<file path="config.mk">
export PLATFORM = sky130hd
export DESIGN_NAME = md_unit
export DESIGN_NICKNAME = d
export VERILOG_FILES = /design/src/rtl/md_unit.sv
export SDC_FILE = /design/constraint.sdc
export NUM_CORES = 2
export LEC_CHECK = 0
export ABC_AREA = 1
export BUFFER_PORTS_ARGS = -buffer_cell sky130_fd_sc_hd__buf_4
export CORE_ASPECT_RATIO = 1.5
export CORE_UTILIZATION = 50
export CTS_CLUSTER_DIAMETER = 120
export CTS_CLUSTER_SIZE = 40
export DETAILED_ROUTE_END_ITERATION = 7
export PLACE_DENSITY = 0.74
export SYNTH_ARGS = -nofsm -noshare
export SYNTH_HDL_FRONTEND = slang
export SYNTH_SLANG_ARGS = --single-unit
</file>
<file path="constraint.sdc">
create_clock -name clk -period 22 [get_ports clk]
set_input_delay 4.4 -clock clk [delete_from_list [all_inputs] [get_ports clk]]
set_output_delay 4.4 -clock clk [all_outputs]
set_load 0.02 [all_outputs]
</file>
<file path="src/rtl/md_unit.sv">
// Multi-cycle multiply/divide unit holding the architectural HI/LO registers.
// state | meaning: IDLE accept ops, MT* update | MUL multiply countdown | DIV one quotient bit/cycle | DFIX signs, write HI/LO
module md_unit #(
    parameter int MUL_LAT = 5
) (
    input  logic        clk,
    input  logic        rst,
    input  logic        start,
    input  logic [2:0]  MDOp,
    input  logic [31:0] A,
    input  logic [31:0] B,
    output logic        busy,
    output logic        done,
    output logic [31:0] HI,
    output logic [31:0] LO
);

    typedef enum logic [1:0] {S_IDLE, S_MUL, S_DIV, S_DFIX} state_t;

    localparam int CW = (MUL_LAT > 32) ? $clog2(MUL_LAT) : 5;

    state_t        state_q, state_d;
    logic [CW-1:0] cnt_q, cnt_d;
    logic [31:0]   a_q, a_d, b_q, b_d;
    logic          sgn_q, sgn_d;
    logic [31:0]   rem_q, rem_d, quo_q, quo_d;
    logic [31:0]   hi_q, hi_d, lo_q, lo_d;
    logic          done_q, done_d;

    logic [63:0] ext_a, ext_b, product;
    logic [31:0] div_mag;
    logic [32:0] trial, diff;
    logic        q_neg, r_neg;

    always_ff @(posedge clk) begin
        if (rst) begin
            state_q <= S_IDLE;
            cnt_q   <= '0;
            a_q     <= '0;
            b_q     <= '0;
            sgn_q   <= 1'b0;
            rem_q   <= '0;
            quo_q   <= '0;
            hi_q    <= '0;
            lo_q    <= '0;
            done_q  <= 1'b0;
        end else begin
            state_q <= state_d;
            cnt_q   <= cnt_d;
            a_q     <= a_d;
            b_q     <= b_d;
            sgn_q   <= sgn_d;
            rem_q   <= rem_d;
            quo_q   <= quo_d;
            hi_q    <= hi_d;
            lo_q    <= lo_d;
            done_q  <= done_d;
        end
    end

    // Sign-extend for MULT so the low 64 bits of one unsigned multiply serve both forms.
    assign ext_a   = {{32{sgn_q & a_q[31]}}, a_q};
    assign ext_b   = {{32{sgn_q & b_q[31]}}, b_q};
    assign product = ext_a * ext_b;

    // quo_q shifts the dividend magnitude out of its top while quotient bits enter below.
    assign div_mag = (sgn_q && b_q[31]) ? -b_q : b_q;
    assign trial   = {rem_q, quo_q[31]};
    assign diff    = trial - {1'b0, div_mag};
    assign q_neg   = sgn_q & (a_q[31] ^ b_q[31]);
    assign r_neg   = sgn_q & a_q[31];

    always_comb begin
        state_d = state_q;
        cnt_d   = cnt_q;
        a_d     = a_q;
        b_d     = b_q;
        sgn_d   = sgn_q;
        rem_d   = rem_q;
        quo_d   = quo_q;
        hi_d    = hi_q;
        lo_d    = lo_q;
        done_d  = 1'b0;
        case (state_q)
            S_IDLE: begin
                if (start) begin
                    case (MDOp)
                        3'd1, 3'd2: begin
                            a_d     = A;
                            b_d     = B;
                            sgn_d   = (MDOp == 3'd1);
                            cnt_d   = CW'(MUL_LAT - 1);
                            state_d = S_MUL;
                        end
                        3'd3, 3'd4: begin
                            a_d     = A;
                            b_d     = B;
                            sgn_d   = (MDOp == 3'd3);
                            rem_d   = '0;
                            quo_d   = (MDOp == 3'd3 && A[31]) ? -A : A;
                            cnt_d   = CW'(31);
                            state_d = S_DIV;
                        end
                        3'd5:    hi_d = A;
                        3'd6:    lo_d = A;
                        default: ;
                    endcase
                end
            end
            S_MUL: begin
                if (cnt_q == '0) begin
                    hi_d    = product[63:32];
                    lo_d    = product[31:0];
                    done_d  = 1'b1;
                    state_d = S_IDLE;
                end else begin
                    cnt_d = cnt_q - 1'b1;
                end
            end
            S_DIV: begin
                rem_d = diff[32] ? trial[31:0] : diff[31:0];
                quo_d = {quo_q[30:0], ~diff[32]};
                if (cnt_q == '0) state_d = S_DFIX;
                else             cnt_d   = cnt_q - 1'b1;
            end
            S_DFIX: begin
                if (b_q == '0) begin
                    lo_d = 32'hFFFF_FFFF;
                    hi_d = a_q;
                end else begin
                    lo_d = q_neg ? -quo_q : quo_q;
                    hi_d = r_neg ? -rem_q : rem_q;
                end
                done_d  = 1'b1;
                state_d = S_IDLE;
            end
            default: state_d = S_IDLE;
        endcase
    end

    always_comb begin
        busy = (state_q != S_IDLE);
        done = done_q;
        HI   = hi_q;
        LO   = lo_q;
    end

endmodule

</file>
Word level (Yosys, flattened, before mapping)
Index checks and enable logic that the tools add are counted.
{"block": "word_totals", "reg_bits": 201, "in_bits": 70, "wordCells": 93}
{"block": "classes", "addsub": 6, "mul": 1, "eq_ne": 17, "muxes": 33, "n_bitwise": 5, "n_reduce_logical": 21}
{"op": "two-way mux 32 bit", "count": 17}
{"op": "case mux 32 bit (3 select lines)", "count": 2}
{"op": "negator 32 bit", "count": 4}
{"op": "case mux 32 bit (2 select lines)", "count": 2}
{"op": "multiplier 33 x 33 -> 64 bit", "count": 1}
{"op": "subtractor 33 x 32 -> 33 bit", "count": 1}
{"op": "logical NOT 32 bit", "count": 1}
{"op": "case mux 5 bit (2 select lines)", "count": 2}
{"op": "AND reduction 4 bit", "count": 4}
{"op": "two-way mux 5 bit", "count": 2}
{"op": "equality test 3 bit (second input constant)", "count": 3}
{"op": "AND reduction 3 bit", "count": 3}
{"op": "inequality test 2 bit (second input constant)", "count": 4}
{"op": "case mux 2 bit (4 select lines)", "count": 1}
{"op": "nonzero test 2 bit", "count": 4}
{"op": "equality test 3 x 2 -> 1 bit (second input constant)", "count": 2}
{"op": "two-way mux 2 bit", "count": 3}
{"op": "inequality test 2 x 1 -> 1 bit (second input constant)", "count": 3}
{"op": "OR reduction 2 bit", "count": 3}
{"op": "logical NOT 5 bit", "count": 1}
{"op": "subtractor 5 x 1 -> 5 bit (second input constant)", "count": 1}
{"op": "equality test 2 bit (second input constant)", "count": 2}
{"op": "case mux 1 bit (2 select lines)", "count": 2}
{"op": "case mux 2 bit (2 select lines)", "count": 1}
{"op": "11 further kinds", "count": 14}

Longest topological paths before layout
{"block": "logic_depth", "ltp_word": 6, "ltp_mapped": 36, "depth_no_buf": 34}

Worst setup path after synthesis
OpenSTA, ideal clock, no wires.
{"block": "synth_timing", "path_type": "reg-to-reg", "from": "register a_q[31]", "to": "register hi_q[25], in the netlist HI[25]", "setup_time_ns": 0.119, "arrival_ns": 7.680, "slack_ns": 14.201, "path_stages_with_launch": 29, "path_buffers": 4, "period_less_slack_ns": 7.799, "cell_sequence": "dfxtp_1 -> buf_2 -> nand2_1 -> clkbuf_1 -> buf_2 -> buf_1 -> nor2_1 -> fa_1 -> inv_1 -> fa_1 -> inv_1 -> fa_1 -> inv_1 -> fa_1 -> fa_1 -> fa_1 -> fa_1 -> fa_1 -> inv_1 -> ha_1 -> nand2_1 -> nor2_1 -> inv_1 -> nor4_1 -> o21ai_0 -> nand3_1 -> nand2_1 -> nand3_1 -> a21oi_1"}
{"block": "synth_between", "elab_chain_cells": 4, "word_cells_on_any_way": 6}
{"element": "start, declared", "line_no": "24", "text": "logic [31:0] a_q, a_d, b_q, b_d;"}
{"element": "start signal, assigned", "line_no": "39", "text": "a_q <= '0;"}
{"element": "start signal, assigned", "line_no": "50", "text": "a_q <= a_d;"}
{"element": "bitwise AND 1 bit", "line_no": "62, 71"}
{"element": "multiplier 33 x 33 -> 64 bit or two-way mux 32 bit (tied branches)", "line_no": "64, 132"}
{"element": "two-way mux 32 bit (on tied branches)", "line_no": "111, 127"}
{"element": "case mux 32 bit (3 select lines) *", "line_no": "84", "text": "case (state_q)"}
{"element": "end signal, assigned", "line_no": "55", "text": "hi_q <= hi_d;"}
{"element": "end, declared", "line_no": "27", "text": "logic [31:0] hi_q, hi_d, lo_q, lo_d;"}
Mark *: on every way between the ends. The rest lies on a longest branch, timed or not. The select of a mux whose other input is x is not followed.
A chain may end at the register's enable or synchronous reset.

Worst setup path in the final report
{"block": "layout_timing", "from": "register sgn_q", "to": "register hi_q[25], in the netlist HI[25]"}
{"block": "layout_between", "elab_chain_cells": 4, "word_cells_on_any_way": 7}
{"element": "start, declared", "line_no": "25", "text": "logic sgn_q, sgn_d;"}
{"element": "start signal, assigned", "line_no": "52", "text": "sgn_q <= sgn_d;"}
{"element": "bitwise AND 1 bit (on tied branches)", "line_no": "62, 71, 63"}
{"element": "multiplier 33 x 33 -> 64 bit or two-way mux 32 bit (tied branches)", "line_no": "64, 132"}
{"element": "two-way mux 32 bit (on tied branches)", "line_no": "111, 127"}
{"element": "case mux 32 bit (3 select lines) *", "line_no": "84"}
Marks and branches as above.

==> flow_metrics.env <==
export IMPL_status="complete, but fails checks"
export IMPL_violations="capacitance limit, slew limit"
export IMPL_ys_ff_latch=201
export IMPL_cts_sinks=201
export IMPL_synthCells=7513
export IMPL_vias=49700
export IMPL_cts_buffer_depth=3
export IMPL_rows=148
export IMPL_drive_gt1_share_pct=4.60
export IMPL_fin_nets=8825
export IMPL_hold_depth=2
export IMPL_cp_num_buf_inv=6
export IMPL_critPathMaxFanout=45
export IMPL_min_path_type="reg -> reg"
export IMPL_die_w_um=272
export IMPL_finalCritPeriodShare_pct=43.1
export IMPL_finalHoldViolCount=0
export IMPL_total_leakage_power_uw=0.0309
export IMPL_cts_hold_buf=0
export IMPL_clock_latency_ns=0.54
export IMPL_grt_ovfl_total=0
export IMPL_final_max_slew_viol_count=2
export IMPL_drt_wl_total_um=210000
export IMPL_syn_nets=8964
export IMPL_r2r_cells=24
export IMPL_holdWs_ns=0.502
export IMPL_clock_fmax_mhz=106
export IMPL_drtAntennaViolNets=0
export IMPL_ir_drop_uv=108
export IMPL_hpwl_um=171000
export IMPL_drt_pass1_iterations=7
export IMPL_power_switching_uw=2370
export IMPL_synth_top_area_cell="fa_1"
export IMPL_place_congestion=1.07
export IMPL_die_area_um2=111000
export IMPL_cp_arrival_ns=9.96
export IMPL_die_h_um=408
export IMPL_clkSlewWorstSetupHoldPaths_ns=0.17
export IMPL_synth_common_cells="1861 x inv_1, 1846 x nand2_1, 1126 x fa_1"
export IMPL_slew_headroom_pct=-3.36
export IMPL_synth_main_ff_cell="dfxtp_1"
export IMPL_setup_tns_final_ns=0
export IMPL_worst_setup_path_end_kind="flip-flop"
export IMPL_grt_pass1_vias=53200
export IMPL_crit_family="adder cells"
export IMPL_grt_pass1_wl_um=319000
export IMPL_synth_area_um2=54900
export IMPL_p_comb_share_pct=78.8
export IMPL_crit_top_cell="fa_1"
export IMPL_power_density_nw_per_um2=66.6
export IMPL_floorplan_initialDensity_pct=50.5
export IMPL_drv_cap=1
export IMPL_wl_per_cell_um=23.9
export IMPL_skew_ns=0.0325
export IMPL_synthTopCellsByArea="fa_1 41%, inv_1 13%, nand2_1 13%"
export IMPL_startpoint_type="flip-flop"
export IMPL_clockPowerShare_pct=6.1
export IMPL_synthArstFlopShare_pct=0
export IMPL_crit_path_cell_trace="nand2_2 -> buf_4 -> inv_1 -> nand2_1 -> fa_1 -> fa_1 -> inv_1 -> fa_1 -> inv_1 -> fa_1 -> fa_1 -> fa_1 -> fa_1 -> fa_1 -> inv_1 -> ha_1 -> nand2_1 -> nor2_1 -> inv_1 -> nor4_1 -> o21ai_0 -> nand4_1 -> nand3_1 -> a21oi_1"
export IMPL_critPathKind="reg -> reg"
export IMPL_post_cts_resized=0
export IMPL_postSynthAreaPerCell_um2=7.30
export IMPL_design_power_total_uw=3800
export IMPL_required_ns=22.48
export IMPL_cts_buffers=9
export IMPL_pwr_share_seq_pct=15.1
export IMPL_yosysUniqueCellTypes=58
export IMPL_core_um2=109000
export IMPL_cts_tree="done"
export IMPL_viasPerCell=5.65
export IMPL_slowest_stage="inv_1"
export IMPL_cp_slowest_stage_delay_ns=0.82
export IMPL_internal_power_uw=1430
export IMPL_cts_root_buf="clkbuf_16"
export IMPL_portBuffers=135
export IMPL_critical_path_cell_count=24
export IMPL_rsz0062_at_grt="false"
export IMPL_grt_max_degree=85
export IMPL_grt_usage_pct=38.7
export IMPL_drc_errors=0
export IMPL_first_iter_violations=4692
export IMPL_ios=136
export IMPL_yosys_warnings=0
export IMPL_p_sw_share_pct=62.4
export IMPL_final_setup_viol_count=0
export IMPL_antenna_found_initial=8
export IMPL_worst_pin_slew_ns=1.53
export IMPL_fin_util_pct=52.5
export IMPL_yosysMostFrequentCell="inv_1"
export IMPL_period_minus_slack_ns=9.48
export IMPL_yosys_area_top_type_share_pct=41.1
export IMPL_synth_edf_count=0
export IMPL_ys_seq_area_share_pct=7.33
export IMPL_cts_setup_buffers=0
export IMPL_areaGrowthSynthToFinish_pct=3.93
export IMPL_cts_htree_levels=1
## routing by layer
layer	track usage, %	vias to the layer above	wire length, um
met4	31.0	6	20900
met2	64.8	2719	100000
li1	-	21700	-
met3	7.15	892	19100
met1	42.9	24400	70200
met5	0	-	36
## cell type report
| cell class | instances | area (um2) |
|---|---|---|
| multi-input combinational | 5057 | 42200 |
| clock inverter | 2 | 36.3 |
| tap | 1425 | 1780 |
| sequential | 201 | 4030 |
| clock buffer | 9 | 225 |
| inverter | 1880 | 7060 |
| fill | 10600 | 51700 |
| antenna | 3 | 7.51 |
| timing repair buffer | 225 | 1690 |
## cell families (layout without fill, tap and decap cells)
logic type / count (synthesis) / count (layout) / share of synthesized area (%)
DFF: 201 / 201 / 7.33
adders and majority gates: 1381 / 1381 / 46.9
buffers and inverters: 2255 / 2116 / 15.8
xor gates and xnor gates: 94 / 94 / 1.50
other: 0 / 3 / 0
AOI/OAI and AO/OA: 812 / 812 / 7.89
and+or+nand+nor: 2770 / 2770 / 20.6
## cells in the final DEF, fill, tap and decap left out, types with 6 or more instances in the layout
| master | instances |
|---|---|
| a21oi_1 | 368 |
| a31oi_1 | 23 |
| a41oi_1 | 7 |
| buf_4 | 225 |
| clkbuf_16 | 9 |
| dfxtp_1 | 199 |
| fa_1 | 1126 |
| ha_1 | 253 |
| inv_1 | 1859 |
| inv_2 | 16 |
| nand2_1 | 1844 |
| nand2_2 | 13 |
| nand3_1 | 281 |
| nand3_2 | 7 |
| nand3b_1 | 8 |
| nand4_1 | 58 |
| nor2_1 | 456 |
| nor2_2 | 13 |
| nor3_1 | 30 |
| nor3_2 | 6 |
| nor4_1 | 9 |
| o211ai_1 | 21 |
| o21ai_0 | 325 |
| o21ai_1 | 13 |
| o21bai_1 | 19 |
| o31ai_1 | 6 |
| or2_2 | 22 |
| xnor2_1 | 22 |
| xor2_1 | 72 |
## per-stage QoR
step,area (um2),instances,worst slack (ns)
detailed placement,56800,8788,12.84
CTS,57000,8799,12.75
finish,57000,8802,12.52
global placement,56800,8788,12.82
global route,57000,8799,12.19
floorplan,54900,7513,14.20
## power groups by stage
stage | Clock [uW] | Combinational, uW | Sequential [uW]
5_1_grt | 238 | 3200 | 579
2_1_floorplan | 0 | 1710 | 594
3_5_place_dp | 0 | 2870 | 571
3_3_place_gp | 0 | 2850 | 575
6_report | 230 | 2990 | 573
4_1_cts | 233 | 2910 | 565
## worst reg2reg max path, stage by stage, from the launching register on
cell     delay, ns
dfxtp_1       0.44
nand2_2       0.05
buf_4         0.29
inv_1         0.84
nand2_1       0.52
fa_1          0.63
fa_1          0.81
inv_1         0.18
fa_1          0.55
inv_1         0.40
fa_1          0.54
fa_1          0.59
fa_1          0.46
fa_1          0.49
fa_1          0.51
inv_1         0.06
ha_1          0.40
nand2_1       0.12
nor2_1        0.17
inv_1         0.15
nor4_1        0.42
o21ai_0       0.35
nand4_1       0.19
nand3_1       0.10
a21oi_1       0.16
## sequential cells by signal, summed over array words and instances, names as in the netlist
name,cells
HI,32
LO,32
a_q,32
b_q,32
cnt_q,5
done,1
quo_q,32
rem_q,32
sgn_q,1
state_q,2
## final timing paths
check | startpoint | to | slack, ns
setup / recovery | sgn_q | HI[25] | 12.52
hold / removal | b_q[17] | b_q[17] | 0.50
setup reg to reg | sgn_q | HI[25] | 12.52
hold reg to reg | b_q[17] | b_q[17] | 0.50
No activity file was read; power rests on OpenSTA's default activity.
